**src/rtl/riscv_muldiv_pkg.sv**
```systemverilog
// Shared op codes, FSM encoding and decode helpers for the RV32M/RV64M multiply/divide unit.
package riscv_muldiv_pkg;

    localparam int unsigned OP_W = 3;

    localparam logic [OP_W-1:0] OP_MUL    = 3'b000;
    localparam logic [OP_W-1:0] OP_MULH   = 3'b001;
    localparam logic [OP_W-1:0] OP_MULHSU = 3'b010;
    localparam logic [OP_W-1:0] OP_MULHU  = 3'b011;
    localparam logic [OP_W-1:0] OP_DIV    = 3'b100;
    localparam logic [OP_W-1:0] OP_DIVU   = 3'b101;
    localparam logic [OP_W-1:0] OP_REM    = 3'b110;
    localparam logic [OP_W-1:0] OP_REMU   = 3'b111;

    typedef enum logic [1:0] {
        S_IDLE = 2'd0,
        S_CALC = 2'd1,
        S_FIX  = 2'd2,
        S_DONE = 2'd3
    } state_e;

    function automatic logic is_div(input logic [OP_W-1:0] op);
        return op[2];
    endfunction

    function automatic logic is_rem(input logic [OP_W-1:0] op);
        return op[2] & op[1];
    endfunction

    function automatic logic is_signed_a(input logic [OP_W-1:0] op);
        return (op == OP_MULH) || (op == OP_MULHSU) || (op == OP_DIV) || (op == OP_REM);
    endfunction

    function automatic logic is_signed_b(input logic [OP_W-1:0] op);
        return (op == OP_MULH) || (op == OP_DIV) || (op == OP_REM);
    endfunction

endpackage

```
**src/rtl/riscv_muldiv_unit_if.sv**
```systemverilog
// Core-to-muldiv request/response bundle; the core is master, the unit is slave.
interface riscv_muldiv_unit_if #(
    parameter int unsigned XLEN = 32
);
    logic            start;
    logic [2:0]      op;
    logic [XLEN-1:0] a;
    logic [XLEN-1:0] b;
    logic            busy;
    logic            done;
    logic [XLEN-1:0] result;

    modport master (output start, op, a, b, input busy, done, result);
    modport slave  (input start, op, a, b, output busy, done, result);
endinterface

```
**src/rtl/muldiv_negate.sv**
```systemverilog
// Conditional two's-complement negate, used for operand magnitudes and result fixup.
module muldiv_negate #(
    parameter int unsigned WIDTH = 32
) (
    input  logic [WIDTH-1:0] in,
    input  logic             neg,
    output logic [WIDTH-1:0] out
);
    assign out = neg ? (~in + WIDTH'(1)) : in;
endmodule

```
**src/rtl/riscv_muldiv_unit.sv**
```systemverilog
// Iterative RV32M/RV64M multiply/divide unit: shift-add multiply, restoring divide, one bit per cycle.
// Optional MULDIV_FAST_MUL_EN: multiplies complete in one cycle through a combinational multiplier.
module riscv_muldiv_unit
    import riscv_muldiv_pkg::*;
#(
    parameter int unsigned XLEN = 32
) (
    input logic                clock,
    input logic                reset_,
    riscv_muldiv_unit_if.slave bus
);
    localparam int unsigned CNT_W = $clog2(XLEN);
    localparam int unsigned DW    = 2 * XLEN;
    localparam logic [XLEN-1:0] MOST_NEG = {1'b1, {(XLEN-1){1'b0}}};

    state_e          state_q, state_d;
    logic [CNT_W-1:0] cnt_q, cnt_d;
    logic [DW-1:0]   acc_q, acc_d;
    logic [XLEN-1:0] opnd_q, opnd_d;
    logic [OP_W-1:0] op_q, op_d;
    logic            neg_a_q, neg_a_d;
    logic            neg_b_q, neg_b_d;
    logic [XLEN-1:0] result_q, result_d;
    logic            busy_q, busy_d;
    logic            done_q, done_d;

    logic            sign_a, sign_b;
    logic [XLEN-1:0] abs_a, abs_b;
    logic            div_zero, div_ovf;

    assign sign_a   = is_signed_a(bus.op) & bus.a[XLEN-1];
    assign sign_b   = is_signed_b(bus.op) & bus.b[XLEN-1];
    assign div_zero = is_div(bus.op) && (bus.b == '0);
    assign div_ovf  = is_div(bus.op) && is_signed_a(bus.op) && (bus.a == MOST_NEG) && (bus.b == '1);

    muldiv_negate #(.WIDTH(XLEN)) u_neg_a (.in(bus.a), .neg(sign_a), .out(abs_a));
    muldiv_negate #(.WIDTH(XLEN)) u_neg_b (.in(bus.b), .neg(sign_b), .out(abs_b));

    // One multiplier step: add multiplicand into the high half when the low bit is set, then shift right.
    logic [XLEN:0]   mul_sum;
    logic [DW-1:0]   mul_next;
    assign mul_sum  = {1'b0, acc_q[DW-1:XLEN]} + (acc_q[0] ? {1'b0, opnd_q} : {(XLEN+1){1'b0}});
    assign mul_next = {mul_sum, acc_q[XLEN-1:1]};

    // One restoring-divide step: high half is the partial remainder, low half shifts dividend out / quotient in.
    logic [XLEN:0]   div_shift, div_diff;
    logic            div_bit;
    logic [DW-1:0]   div_next;
    assign div_shift = acc_q[DW-1:XLEN-1];
    assign div_diff  = div_shift - {1'b0, opnd_q};
    assign div_bit   = ~div_diff[XLEN];
    assign div_next  = {(div_bit ? div_diff[XLEN-1:0] : div_shift[XLEN-1:0]), acc_q[XLEN-2:0], div_bit};

    // Sign fixup acts on the full product so the high half sees the borrow from the low half.
    logic [DW-1:0]   fix_in, fix_out;
    logic            fix_neg;
    logic [XLEN-1:0] fix_sel;
    assign fix_in  = !is_div(op_q) ? acc_q
                   : {XLEN'(0), (is_rem(op_q) ? acc_q[DW-1:XLEN] : acc_q[XLEN-1:0])};
    assign fix_neg = is_rem(op_q) ? neg_a_q : (neg_a_q ^ neg_b_q);

    muldiv_negate #(.WIDTH(DW)) u_neg_fix (.in(fix_in), .neg(fix_neg), .out(fix_out));

    assign fix_sel = ((op_q == OP_MUL) || is_div(op_q)) ? fix_out[XLEN-1:0] : fix_out[DW-1:XLEN];

`ifdef MULDIV_FAST_MUL_EN
    logic [DW-1:0] fast_a, fast_b, fast_prod;
    assign fast_a    = {{XLEN{sign_a}}, bus.a};
    assign fast_b    = {{XLEN{is_signed_b(bus.op) & bus.b[XLEN-1]}}, bus.b};
    assign fast_prod = fast_a * fast_b;
`endif

    always_comb begin
        state_d  = state_q;
        cnt_d    = cnt_q;
        acc_d    = acc_q;
        opnd_d   = opnd_q;
        op_d     = op_q;
        neg_a_d  = neg_a_q;
        neg_b_d  = neg_b_q;
        result_d = result_q;

        case (state_q)
            S_IDLE, S_DONE: begin
                if (bus.start) begin
                    op_d    = bus.op;
                    neg_a_d = sign_a;
                    neg_b_d = sign_b;
                    cnt_d   = CNT_W'(XLEN - 1);
                    opnd_d  = is_div(bus.op) ? abs_b : abs_a;
                    acc_d   = {XLEN'(0), (is_div(bus.op) ? abs_a : abs_b)};
                    if (div_zero) begin
                        result_d = is_rem(bus.op) ? bus.a : '1;
                        state_d  = S_DONE;
                    end else if (div_ovf) begin
                        result_d = is_rem(bus.op) ? '0 : bus.a;
                        state_d  = S_DONE;
`ifdef MULDIV_FAST_MUL_EN
                    end else if (!is_div(bus.op)) begin
                        result_d = (bus.op == OP_MUL) ? fast_prod[XLEN-1:0] : fast_prod[DW-1:XLEN];
                        state_d  = S_DONE;
`endif
                    end else begin
                        state_d = S_CALC;
                    end
                end else begin
                    state_d = S_IDLE;
                end
            end
            S_CALC: begin
                acc_d = is_div(op_q) ? div_next : mul_next;
                if (cnt_q == '0) begin
                    state_d = S_FIX;
                end else begin
                    cnt_d = cnt_q - CNT_W'(1);
                end
            end
            S_FIX: begin
                result_d = fix_sel;
                state_d  = S_DONE;
            end
            default: state_d = S_IDLE;
        endcase

        busy_d = (state_d == S_CALC) || (state_d == S_FIX);
        done_d = (state_d == S_DONE);
    end

    always_ff @(posedge clock or negedge reset_) begin
        if (!reset_) begin
            state_q  <= S_IDLE;
            cnt_q    <= '0;
            acc_q    <= '0;
            opnd_q   <= '0;
            op_q     <= '0;
            neg_a_q  <= 1'b0;
            neg_b_q  <= 1'b0;
            result_q <= '0;
            busy_q   <= 1'b0;
            done_q   <= 1'b0;
        end else begin
            state_q  <= state_d;
            cnt_q    <= cnt_d;
            acc_q    <= acc_d;
            opnd_q   <= opnd_d;
            op_q     <= op_d;
            neg_a_q  <= neg_a_d;
            neg_b_q  <= neg_b_d;
            result_q <= result_d;
            busy_q   <= busy_d;
            done_q   <= done_d;
        end
    end

    assign bus.busy   = busy_q;
    assign bus.done   = done_q;
    assign bus.result = result_q;

endmodule
```
**src/flat_wrapper.sv**
```systemverilog
// flat-port wrapper written by rule: the top's interface ports become plain ports
module riscv_muldiv_unit_flat import riscv_muldiv_pkg::*;
#(
    parameter int unsigned XLEN = 32
)
  (clock, reset_, bus_start, bus_op, bus_a, bus_b, bus_busy, bus_done, bus_result);
  riscv_muldiv_unit_if #(.XLEN(XLEN)) bus_i ();
  input logic clock;
  input logic reset_;
  input wire logic [$bits(bus_i.start)-1:0] bus_start;
  input wire logic [$bits(bus_i.op)-1:0] bus_op;
  input wire logic [$bits(bus_i.a)-1:0] bus_a;
  input wire logic [$bits(bus_i.b)-1:0] bus_b;
  output wire logic [$bits(bus_i.busy)-1:0] bus_busy;
  output wire logic [$bits(bus_i.done)-1:0] bus_done;
  output wire logic [$bits(bus_i.result)-1:0] bus_result;
  assign bus_i.start = bus_start;
  assign bus_i.op = bus_op;
  assign bus_i.a = bus_a;
  assign bus_i.b = bus_b;
  assign bus_busy = bus_i.busy;
  assign bus_done = bus_i.done;
  assign bus_result = bus_i.result;
  riscv_muldiv_unit #(.XLEN(XLEN)) u_core (.clock(clock), .reset_(reset_), .bus(bus_i));
endmodule
```
**config.mk**
```make
export PLATFORM = sky130hd
export DESIGN_NAME = riscv_muldiv_unit_flat
export DESIGN_NICKNAME = d
export VERILOG_FILES = /design/src/rtl/riscv_muldiv_pkg.sv /design/src/rtl/riscv_muldiv_unit_if.sv /design/src/rtl/muldiv_negate.sv /design/src/rtl/riscv_muldiv_unit.sv /design/src/flat_wrapper.sv
export SDC_FILE = /design/constraint.sdc
export NUM_CORES = 1
export LEC_CHECK = 0
export BUFFER_PORTS_ARGS = -buffer_cell sky130_fd_sc_hd__buf_2
export CORE_ASPECT_RATIO = 0.7
export CORE_MARGIN = 1.5
export CORE_UTILIZATION = 40
export CTS_BUF_LIST = sky130_fd_sc_hd__clkbuf_8
export CTS_CLUSTER_SIZE = 40
export DETAILED_ROUTE_END_ITERATION = 8
export MAX_ROUTING_LAYER = met4
export SLEW_MARGIN = 20
export SYNTH_ARGS = -nofsm -noshare
export SYNTH_HDL_FRONTEND = slang
export SYNTH_SLANG_ARGS = --single-unit
export TNS_END_PERCENT = 20
```
**constraint.sdc**
```tcl
create_clock -name clock -period 4.61 [get_ports clock]
set_input_delay 0.2305 -clock clock [delete_from_list [all_inputs] [get_ports clock]]
set_output_delay 0.2305 -clock clock [all_outputs]
set_load 0.05 [all_outputs]
```
==> results.md <==
- Routed WL: 65.18 mm
- Most frequent cells after synthesis: nor2_1, a21oi_1, nand2_1
- DP HPWL: 50.64 mm
- Peak supply drop: 473.3 µV
- Post-synth EDFFs: 0
- Initial antenna violation count: 1
- Peak fanout along the critical path: 24
- DRC viols: 4
- Synth area leaders: dfrtp_1, a21oi_1, ha_1
- Largest net degree at the start of global routing: 115
- Antenna viol nets, final: 0
- # nets final: ~2200
- TritonCTS buffer count: 17
- Total Power: 14.12 mW
- Post-synth ARST share: 100.0%
- Post-CTS setup buffer count: 0
- Reg2reg start: u_core.op_q[1]$_DFFE_PN0P_
- Input/output buffers: 103
- Die height: 164.9 µm
- WL/cell: 25.63 µm
- Crit. Startpoint: u_core.op_q[1]$_DFFE_PN0P_
- Crit path kind: flop to flop
- Hold_sp: bus_op[0]
- Max Cap Viol: 0
- WP data arrival: 4460 ps
- Grt total ovfl: 0
- Failing checks: design-rule violations
- Clock buffer depth: 2
- Final Hold Fails: 0
- Startpoint Class: flop
- Routed vias: ~16000
- CP delay by family, top: compound AO/OA/AOI/OAI gates
- CP endpoint kind: flop
- Area of the core: 37060 µm²
- Worst-Margin Slew: around 1100 ps
- Clock tree from TritonCTS: built
- Synth-to-layout area growth: 9.925%
- Pre-antenna DRT Iters: 8
- Leading area contributor after synthesis: dfrtp_1
- Critical path's largest stage delay: 820 ps
- Top-count cell post-synth: nor2_1
- Global-route wire length before repair: 93.29 mm
- Crit path cell chain: nand2_4 > buf_4 > a221oi_1 > nand4_1 > o41ai_1 > buf_4 > a21oi_1 > a211o_1 > o211ai_1 > o221ai_1
- Rel. slew slack: between 20% and 30%
- # clock sinks: 142
- Hold Path Class: input port to flop
- Clock-pin slew on the worst setup and hold paths: 100 ps
- Num rows: 59
- Leakage: 7.193 nW
- Post-Syn Instances: between 1500 and 2000
- Final RePlAce weighted congestion: 1.026
- Final Max Slew Viols: 0
- # setup viols final: 0
- Synthesized cell area: 14980 µm²
- Clock Latency Late Sink: 510 ps
- 1st-iter DRT viols: 2393
- Total GRT Usage: 34.10%
- Vias in the first global route: 13930
- Worst R2R Path Depth: 10
- Worst Setup EP: u_core.bus.result[28]$_DFFE_PN0P_
- Vias per inst: 6.403
- Final min period: between 4000 and 5000 ps
- Internal reg-to-reg setup slack: 520 ps
- Reg-to-reg endpoint: u_core.bus.result[28]$_DFFE_PN0P_
- Fin crit share: between 80% and 90%
- Most used cell, CP: buf_4
- Seq cells post-synth: between 100 and 150
- Power per Cell Area: approximately 860 nW/µm²
- Die width: 234.3 µm
- Syn Area/Cell: 7.500 µm²
- Synth Warn #: 0
- H-Tree Level Count: 4
- RSZ-0062 raised after global routing: false
- WP data required: 4980 ps
- Worst Path Buf+Inv: 2
- Setup total negative slack: 0 ps
- Sequential area share after synthesis: 23.73%
- Initial core utilization: about 40%
- Top_reg_cell synth: dfrtp_1
- Crit path depth: 10
- Status: complete, but fails checks
- Fmax: 0.2443 GHz
- Slowest CP cell: dfrtp_1
- Unique cell type count in the Yosys netlist: 82
- Clock skew: a little over 20 ps
- Share of cells above drive strength 1: 12.27%
- Total die area: 38630 µm²
- Ports: 104
- Top cell type's share of synthesized area: 23.73%
- Synth Net Count: 2141
- Root buffer cell: clkbuf_8
## placed cells by master (no fill, tap or decap), types with 18 or more instances in the layout
cell type / instances
mux2_2: 27
ha_1: 71
nand3_1: 28
nor4_1: 20
dfrtp_1: 141
a22oi_1: 21
and3_1: 21
a31oi_1: 25
xor2_1: 63
a211oi_1: 49
o21ai_0: 166
buf_2: 101
a21oi_1: 208
nor2_1: 232
nand2_1: 173
mux2i_1: 57
xnor2_1: 98
nand4_1: 18
o31ai_1: 39
clkbuf_8: 18
a21o_1: 40
buf_4: 49
nor3_1: 42
inv_1: 75
## registers in the layout, summed over array words and instances (netlist names)
register / cells
u_core.acc_q: 64
u_core.bus.busy: 1
u_core.bus.done: 1
u_core.bus.result: 32
u_core.cnt_q: 5
u_core.neg_a_q: 1
u_core.neg_b_q: 1
u_core.op_q: 3
u_core.opnd_q: 32
u_core.state_q: 2
## worst min-delay path by stage
stage	endpoint	slack (ps)	cells past startpoint
final	u_core.op_q[0]$_DFFE_PN0P_	40	2
after floorplan	u_core.acc_q[0]$_DFFE_PN0P_	-70	0
after CTS	u_core.op_q[0]$_DFFE_PN0P_	9	2
after detailed placement	u_core.acc_q[52]$_DFFE_PN0P_	330	1
after global routing	u_core.op_q[0]$_DFFE_PN0P_	20	2
after global placement	u_core.acc_q[50]$_DFFE_PN0P_	310	1
## stage by stage
stage	instances	hold slack (ps)	utilization [%]	instance area, µm²	setup WS (ps)
detailed placement	2509	325.9	43.32	16050	634.3
global route	2543	18.71	44.43	16460	310.6
finish	2543	35.56	44.43	16460	515.9
floorplan	1997	-65.09	-	14980	310.4
CTS	2542	9.037	44.42	16460	623.8
global placement	2509	312.7	43.32	16050	690.0
## report_power, final
group | leakage, nW | internal [mW] | switching (mW)
Combinational | 5.25 | 3.61 | 6.66
Clock | 0.206 | 0.462 | 0.635
Sequential | 1.74 | 1.81 | 0.939
Total | 7.19 | 5.89 | 8.23
## layer usage
metal	vias to the layer above	part of all wire, %	track usage [%]
li1	7362	-	-
met1	7839	48	52.87
met2	992	37	41.62
met3	89	12	8.253
met4	0	2.6	9.994
met5	-	0	-
## logic make-up after synthesis
| family | count (synthesis) | share of synthesized area [%] |
|---|---|---|
| AOI/OAI and AO/OA | 686 | 28.65 |
| xor gates and xnor gates | 164 | 9.591 |
| adders and majority gates | 81 | 6.750 |
| buffers and inverters | 204 | 5.238 |
| DFF | 142 | 23.73 |
| muxes | 84 | 5.840 |
| and+or+nand+nor | 636 | 20.20 |
## what timing repair did
action                                  4_1_cts  5_1_grt
resized for setup                             0        0
hold endpoints to repair                     76        0
endpoints found under the setup margin        0        0
hold buffers                                  1        0
## area by class of cell
class / instances / area [µm²]
antenna: 1 / 2.502
clock buffer: 18 / 247.7
clock inverter: 14 / 148.9
fill: 3809 / 20590
inverter: 76 / 285.3
multi-input combinational: 1651 / 10700
sequential: 142 / 3557
tap: 488 / 610.6
timing repair buffer: 153 / 914.6
No activity file was read; power rests on OpenSTA's default activity.
